### src/rtl/ulpi_pkg.sv
// rtl/ulpi_pkg.sv - shared types for the ULPI register-access arbiter
// Purpose: ULPI register address width/type and the arbiter FSM state encoding.
// Ports: none (package).
package ulpi_pkg;

  localparam int ULPI_REG_ADDR_W = 6;

  typedef logic [ULPI_REG_ADDR_W-1:0] ulpi_reg_addr_t;

  typedef enum logic [1:0] {
    ARB_IDLE  = 2'd0,
    ARB_ISSUE = 2'd1,
    ARB_WAIT  = 2'd2
  } arb_state_t;

endpackage

### src/rtl/ulpi_rr_arb.sv
// rtl/ulpi_rr_arb.sv - combinational round-robin grant selector
// Purpose: pick the first asserted request at or above ptr, wrapping at N_REQ.
// Ports:
//   req       in  N_REQ  request vector
//   ptr       in  IDX_W  search start index
//   grant     out N_REQ  one-hot grant (zero when no request)
//   grant_idx out IDX_W  index of the granted requester
//   any_req   out 1      at least one request asserted
module ulpi_rr_arb #(
  parameter int N_REQ = 4,
  parameter int IDX_W = 2
) (
  input  logic [N_REQ-1:0] req,
  input  logic [IDX_W-1:0] ptr,
  output logic [N_REQ-1:0] grant,
  output logic [IDX_W-1:0] grant_idx,
  output logic             any_req
);

  // One extra bit so ptr + offset can exceed N_REQ-1 before the wrap.
  logic [IDX_W:0]   pos;
  logic [IDX_W-1:0] idx;

  always_comb begin
    grant     = '0;
    grant_idx = '0;
    any_req   = 1'b0;
    pos       = '0;
    idx       = '0;
    for (int i = 0; i < N_REQ; i++) begin
      pos = {1'b0, ptr} + (IDX_W+1)'(i);
      if (pos >= (IDX_W+1)'(N_REQ)) begin
        pos = pos - (IDX_W+1)'(N_REQ);
      end
      idx = pos[IDX_W-1:0];
      if (!any_req && req[idx]) begin
        any_req    = 1'b1;
        grant[idx] = 1'b1;
        grant_idx  = idx;
      end
    end
  end

endmodule

### src/rtl/ulpi_reg_arbiter.sv
// rtl/ulpi_reg_arbiter.sv - round-robin arbiter of register accesses onto one ULPI link
// Purpose: serialise N_REQ requesters onto the ulpi_link register port with timeout abort.
// Ports:
//   clk, reset_n                          clock, async active-low reset
//   req_valid/addr/wdata/read_nwrite      per-requester request (held until req_done)
//   req_done, req_err, req_rdata          completion pulse, timeout flag, read data
//   busy                                  high whenever the FSM is not IDLE
//   reg_addr/data_write/read_nwrite       latched transaction to ulpi_link
//   reg_enable                            one-cycle start strobe to ulpi_link
//   reg_done, reg_data_read               completion and read data from ulpi_link
import ulpi_pkg::*;

module ulpi_reg_arbiter #(
  parameter int N_REQ          = 4,
  parameter int TIMEOUT_CYCLES = 64
) (
  input  logic                                    clk,
  input  logic                                    reset_n,
  input  logic [N_REQ-1:0]                        req_valid,
  input  logic [N_REQ-1:0][ULPI_REG_ADDR_W-1:0]   req_addr,
  input  logic [N_REQ-1:0][7:0]                   req_wdata,
  input  logic [N_REQ-1:0]                        req_read_nwrite,
  output logic [N_REQ-1:0]                        req_done,
  output logic                                    req_err,
  output logic [7:0]                              req_rdata,
  output logic                                    busy,
  output ulpi_reg_addr_t                          reg_addr,
  output logic [7:0]                              reg_data_write,
  output logic                                    reg_read_nwrite,
  output logic                                    reg_enable,
  input  logic                                    reg_done,
  input  logic [7:0]                              reg_data_read
);

  localparam int         IDX_W       = $clog2(N_REQ);
  localparam logic [7:0] TIMEOUT_LIM = 8'(TIMEOUT_CYCLES);

  arb_state_t       state;
  logic [IDX_W-1:0] ptr;
  logic [IDX_W-1:0] grant_idx;
  logic [N_REQ-1:0] grant_oh;
  logic [7:0]       wait_cnt;
  logic [7:0]       cnt_inc;
  logic             timeout_hit;
  logic [IDX_W-1:0] next_ptr;

  logic [N_REQ-1:0] arb_grant;
  logic [IDX_W-1:0] arb_idx;
  logic             arb_any;

  ulpi_rr_arb #(
    .N_REQ (N_REQ),
    .IDX_W (IDX_W)
  ) u_rr_arb (
    .req       (req_valid),
    .ptr       (ptr),
    .grant     (arb_grant),
    .grant_idx (arb_idx),
    .any_req   (arb_any)
  );

  // Saturating WAIT counter; the abort fires on the WAIT cycle whose
  // increment would reach the limit, so exactly TIMEOUT_CYCLES WAIT cycles run.
  assign cnt_inc     = (wait_cnt == 8'hFF) ? wait_cnt : wait_cnt + 8'd1;
  assign timeout_hit = (cnt_inc == TIMEOUT_LIM);
  assign next_ptr    = (grant_idx == IDX_W'(N_REQ-1)) ? '0 : grant_idx + IDX_W'(1);
  assign busy        = (state != ARB_IDLE);

  always_ff @(posedge clk or negedge reset_n) begin
    if (!reset_n) begin
      state           <= ARB_IDLE;
      ptr             <= '0;
      grant_idx       <= '0;
      grant_oh        <= '0;
      wait_cnt        <= '0;
      req_done        <= '0;
      req_err         <= 1'b0;
      req_rdata       <= '0;
      reg_addr        <= '0;
      reg_data_write  <= '0;
      reg_read_nwrite <= 1'b0;
      reg_enable      <= 1'b0;
    end else begin
      req_done   <= '0;
      req_err    <= 1'b0;
      req_rdata  <= '0;
      reg_enable <= 1'b0;
      case (state)
        ARB_IDLE: begin
          if (arb_any) begin
            grant_idx       <= arb_idx;
            grant_oh        <= arb_grant;
            reg_addr        <= req_addr[arb_idx];
            reg_data_write  <= req_wdata[arb_idx];
            reg_read_nwrite <= req_read_nwrite[arb_idx];
            reg_enable      <= 1'b1;
            state           <= ARB_ISSUE;
          end
        end
        ARB_ISSUE: begin
          wait_cnt <= '0;
          state    <= ARB_WAIT;
        end
        ARB_WAIT: begin
          // reg_done is checked first so it wins over a coincident timeout.
          if (reg_done) begin
            req_done  <= grant_oh;
            req_rdata <= reg_read_nwrite ? reg_data_read : 8'h00;
            ptr       <= next_ptr;
            state     <= ARB_IDLE;
          end else if (timeout_hit) begin
            req_done <= grant_oh;
            req_err  <= 1'b1;
            ptr      <= next_ptr;
            state    <= ARB_IDLE;
          end else begin
            wait_cnt <= cnt_inc;
          end
        end
        default: state <= ARB_IDLE;
      endcase
    end
  end

endmodule

### config.mk
export PLATFORM = sky130hd
export DESIGN_NAME = ulpi_reg_arbiter
export DESIGN_NICKNAME = d
export VERILOG_FILES = /design/src/rtl/ulpi_pkg.sv /design/src/rtl/ulpi_rr_arb.sv /design/src/rtl/ulpi_reg_arbiter.sv
export SDC_FILE = /design/constraint.sdc
export NUM_CORES = 1
export LEC_CHECK = 0
export BUFFER_PORTS_ARGS = -buffer_cell sky130_fd_sc_hd__buf_4
export CAP_MARGIN = 0
export CORE_AREA = 3 3 83 85
export DETAILED_ROUTE_END_ITERATION = 10
export DIE_AREA = 0 0 86 88
export GPL_ROUTABILITY_DRIVEN = 0
export PLACE_DENSITY_LB_ADDON = 0.12
export SKIP_CTS_REPAIR_TIMING = 1
export SLEW_MARGIN = 40
export SYNTH_ARGS = -nofsm -noshare
export SYNTH_HDL_FRONTEND = slang
export SYNTH_SLANG_ARGS = --single-unit
### constraint.sdc
create_clock -name clk -period 6.9 [get_ports clk]
set_input_delay 0.69 -clock clk [delete_from_list [all_inputs] [get_ports clk]]
set_output_delay 0.69 -clock clk [all_outputs]
set_load 0.03 [all_outputs]
# == Word-level counts from Yosys, hierarchy flattened ==
# Cells that the tools add are included.
# classes
bitwise_logic,3
n_mux,60
n_lt_le_gt_ge,13
n_eq_ne,9
reduce_logical,18
n_addsub,9
# op_table
op,n
8-bit 2-to-1 mux,7
2-bit 2-to-1 mux,14
4-bit 2-to-1 mux,7
1-bit 2-to-1 mux,18
8-bit binary-select mux with 2-bit select,1
8-bit case mux with 2 select lines,1
2-bit by 3-bit less-than comparator with 1-bit output (second input constant),5
6-bit binary-select mux with 2-bit select,1
4-bit bitwise OR,3
1-bit binary-select mux with 2-bit select,5
3-bit >= comparator (second input constant),3
8-bit by 1-bit adder with 8-bit output (second input constant),1
1-bit demux with 2-bit select,4
8-bit by 7-bit == test with 1-bit output (second input constant),1
8-bit == test (second input constant),1
2-bit by 1-bit >= comparator with 1-bit output (second input constant),4
2-bit by 1-bit subtractor with 2-bit output (second input constant),4
1-bit logical AND,7
2-bit by 2-bit adder with 3-bit output (second input constant),2
6-bit 2-to-1 mux,1
2-bit != test (second input constant),3
2-bit case mux with 3 select lines,1
2-bit AND reduction,3
2-bit nonzero test,3
9 further kinds,12
# totals
ff_bits,47
elab_cells,124
out_inout_bits,30
inputBits,75

# == Longest topological paths before layout ==
# logic_depth
depth_word,16
mapped_depth,12
mapped_depth_nobuf,8

# == By module ==
# From an unflattened synthesis, not the netlist that was laid out.
# unflattened
cells_unflattened,216
area_unflattened_um2,2743.9
# modules_own_cells
module,cells_per_inst,area_each_um2,seq_area_each_um2,n_inst
ulpi_reg_arbiter,171,2322.2,1176.1,1
ulpi_rr_arb,45,421.7,0.0,1

# == Least setup slack after synthesis ==
# OpenSTA, ideal clock, no wires.
# synth_path
path_type,reg-to-reg
startpoint,reg ptr[0]
endpoint,reg reg_addr[5]
setup_ns,0.142
stages_incl_launch_ff,13
path_buffers,4
t_arrival_ns,2.692
setup_slack_ns,4.066
synth_period_minus_slack_ns,2.834
required_time_ns,6.758
path_cell_list,dfrtp_1 > buf_4 > inv_1 > ha_1 > buf_2 > mux4_2 > o211ai_2 > o2111ai_1 > a32o_1 > buf_6 > buf_6 > mux2i_1 > o221ai_1
# synth_between
elab_chain_cells,16
word_cells_on_any_way,40
classes_between,add/sub (7); order compare (4); mux (22); reduce/logical (7)
# synth_rtl
element,line,text
start: declaration,ulpi_reg_arbiter.sv:39,logic [IDX_W-1:0] ptr;
start signal: assignment,ulpi_reg_arbiter.sv:109,ptr <= next_ptr;
start signal: assignment,ulpi_reg_arbiter.sv:114,ptr <= next_ptr;
"parallel branches: the longest is 16 deep, another holds 2-bit by 1-bit adder with 3-bit output",--,
end signal: assignment,ulpi_reg_arbiter.sv:93,reg_addr <= req_addr[arb_idx];
end: declaration,ulpi_reg_arbiter.sv:27,"output ulpi_reg_addr_t reg_addr,"
# Several ways; the timed one is not identified. The select of a mux whose other input is x is not followed.
# A chain may end at the register's enable or synchronous reset.

# == Final worst setup path ==
# layout_path
startpoint,reg ptr[0]
endpoint,reg reg_addr[2]
# The elaborated chain is that of the path after synthesis.

==> impl_results.md <==
* Status: finished clean
* Fmax at around 0.29 GHz
* Antenna Cells at 0
* Sink Count at 47
* Seq/Total Area, Yosys at between 40% and 50%
* Fin crit period at approximately 3.4 ns
* Max-Cap Viols at 0
* Avg WL per Cell at about 15 um
* Top post-synthesis cells by area: dfrtp_1, mux2i_1, o221ai_1, ha_1, nand2_1
* Reg power frac at between 20% and 30%
* Clk_lat worst skew at 0.30 ns
* Synth cell types at 46
* Commonest non-fill, non-tap cells in the layout: buf_4, dfrtp_1, mux2i_1
* Clock share of power at roughly 12%
* Worst hold path type: primary input to async pin
* Top-area cell type share of the netlist area at a little over two fifths
* CP Class: register to register
* Setup Viol. Count Final at 0
* Htree depth at 2
* Largest net degree at the start of global routing at 48
* Primary FF master, synth: dfrtp_1
* Initial antenna violation count at 0
* Comb pwr share at 57.9%
* Layout cell share with drive strength beyond 1 at approximately a third
* Dominant cell type by area after synthesis: dfrtp_1
* Sw Pwr at 0.669 mW
* Crit-path cells: inv_1, ha_1, mux4_2, o21bai_1, a22oi_1, nand2b_1, o221ai_1
* Mapped Nets at around 360
* Delay-heaviest family, CP: flip-flops
* Power per standard cell area at just under 400 nW/um^2
* Area delta synth->final at 32.0%
* Slowest CP cell: dfrtp_1
* Final Max Tran Viols at 0
* Tcrit/Tclk final at between 40 and 50%
* CTS root buf: clkbuf_8
* Yosys reg bits at 47
* First-pass GRT wire length at roughly 12,000 um
* EDFF count, synth at 0
* DRC at 0
* Worst slew pin tran at around 0.65 ns
* Setup crit start kind: register
* Worst Slack Setup Final at roughly 3.5 ns
* CTS clk-pin slew, worst paths at approximately 0.10 ns
* Critical path buffer and inverter count at 1
* Synth Cell Area at 2810 sq um
* Ys async rst share at between 90% and 100%
* Number of placed I/O pins at approximately 110
* Non-Filler Instances at ~450
* Vias in the first global route at 2,472
* Core ar. at 6280 sq um
* Worst Path Required at approximately 7.1 ns
* Total CTS buffers at 5
* Pleak at 1.90 nW
* Die width at ~86 um
* Nets@finish at between 400 and 500
* RSZ-0062 raised after global routing: false
* Die H at 88 um
* Max-slew headroom at around 57%
* Placed insts at 443
* Vias per cell at 5.59
* 1st-iter DRT viols at between 150 and 200
* Pre-antenna DRT Iters at 5
* Final Skew at slightly below 0.005 ns
* Initial Util at 44.7%
* R2R setup slack at 3.45 ns
* Fin. Hold Viols at 0
* # port buffers at roughly 100
* Commonest non-fill, non-tap cell in the layout: buf_4
* Remaining Overflow, GRT at 0
* Switching share of power at roughly 46%
* Synth Instances at about 280
* Via count at ~2,500
* CP Max Fanout at 16
* Full die area at 7570 sq um
* Worst slack at placement at around 3.5 ns
* Fin util at 59.0%
* Maximum vdd drop at around 0.24 mV
* CTS tree: done
* Yosys warns at 0
* Row cnt at 29
* Hold WS at 0.376 ns
* Avg Cell Area, Syn at between 10 and 15 sq um
* GRT Total Usage at a little under a fifth
* Setup TNS at 0 ns
* CP max stage delay at approximately 0.7 ns
* Pint at 0.795 mW
* ANT nets after route at 0
* CP Data Arrival Time at 3.61 ns
* WL final at roughly 6900 um
* Max clock buf depth at 2
* Post-DP HPWL at approximately 5100 um
* Nature of the critical path endpoint: register
## per-layer routing
metal,global-route usage (%),vias up,part of all wire [%]
met3,5.93,10,10
met1,23.0,1167,41
met5,0,-,0
li1,-,1210,-
met4,6.04,0,1.5
met2,31.8,136,48
## sequential cells by signal (all words and copies together), names as in the netlist
| register | flops |
|---|---|
| reg_data_write | 8 |
| req_rdata | 8 |
| ptr | 2 |
| state | 2 |
| wait_cnt | 8 |
| req_done | 4 |
| req_err | 1 |
| reg_addr | 6 |
| grant_oh | 4 |
| grant_idx | 2 |
| reg_read_nwrite | 1 |
| reg_enable | 1 |
## kinds of logic after synthesis
group                      count (synthesis)  share of synthesized area, %
buffers and inverters                     27                          5.26
xor gates and xnor gates                   1                         0.312
DFF                                       47                          41.9
AOI/OAI and AO/OA                         62                          16.9
adders and majority gates                 10                          4.46
and+or+nand+nor                           92                          16.7
muxes                                     38                          14.5
## final timing paths
path                                          from                      end  cells past startpoint
max                             ptr[0]$_DFFE_PN0P_  reg_addr[2]$_DFFE_PN0P_                      7
min                                        reset_n   req_rdata[7]$_DFF_PN0_                      1
max reg2reg                     ptr[0]$_DFFE_PN0P_  reg_addr[2]$_DFFE_PN0P_                      7
min reg2reg                grant_oh[3]$_DFFE_PN0P_  grant_oh[3]$_DFFE_PN0P_                      2
max in group asynchronous                  reset_n  wait_cnt[3]$_DFFE_PN0P_                      1
min in group clk           grant_oh[3]$_DFFE_PN0P_  grant_oh[3]$_DFFE_PN0P_                      2
## layout make-up
class,instances,area [sq um]
flip-flops and latches,47,1180
clock inverters,3,27.5
fillers,530,2570
clock buffers,5,68.8
multi-input cells,203,1510
well taps,77,96.3
inverters,11,41.3
repair buffers,105,788
## power groups by stage
stage,Clock [mW],Sequential (mW),Combinational (mW)
finish,0.179,0.439,0.847
global placement,0,0.442,0.839
floorplan,0,0.522,0.564
detailed placement,0,0.441,0.856
CTS,0.188,0.437,0.858
global route,0.199,0.451,0.935
## cell usage after synthesis (2+ instances only)
| master | number |
|---|---|
| nand2b_1 | 5 |
| o21bai_1 | 2 |
| inv_1 | 10 |
| mux2_1 | 2 |
| mux2i_1 | 34 |
| a221oi_1 | 4 |
| buf_6 | 5 |
| clkbuf_1 | 6 |
| o31ai_1 | 2 |
| a31oi_1 | 3 |
| nand3_1 | 3 |
| and3_1 | 9 |
| o21ai_0 | 9 |
| nor3_1 | 6 |
| nor2_1 | 12 |
| dfrtp_1 | 47 |
| a21oi_1 | 6 |
| mux4_2 | 2 |
| a22oi_1 | 6 |
| nand4_1 | 2 |
| buf_2 | 4 |
| nor3b_1 | 3 |
| o32ai_1 | 2 |
| o2111ai_1 | 2 |
| o221ai_1 | 15 |
| nor2b_1 | 5 |
| ha_1 | 10 |
| a211oi_1 | 4 |
| and2_1 | 10 |
| nand2_1 | 31 |
## metrics by stage
stage               instance area (sq um)  power (mW)
floorplan                            2810        1.09
global placement                     3600        1.28
detailed placement                   3610        1.30
CTS                                  3700        1.48
global route                         3700        1.59
finish                               3700        1.46
No activity file was read; power rests on OpenSTA's default activity.
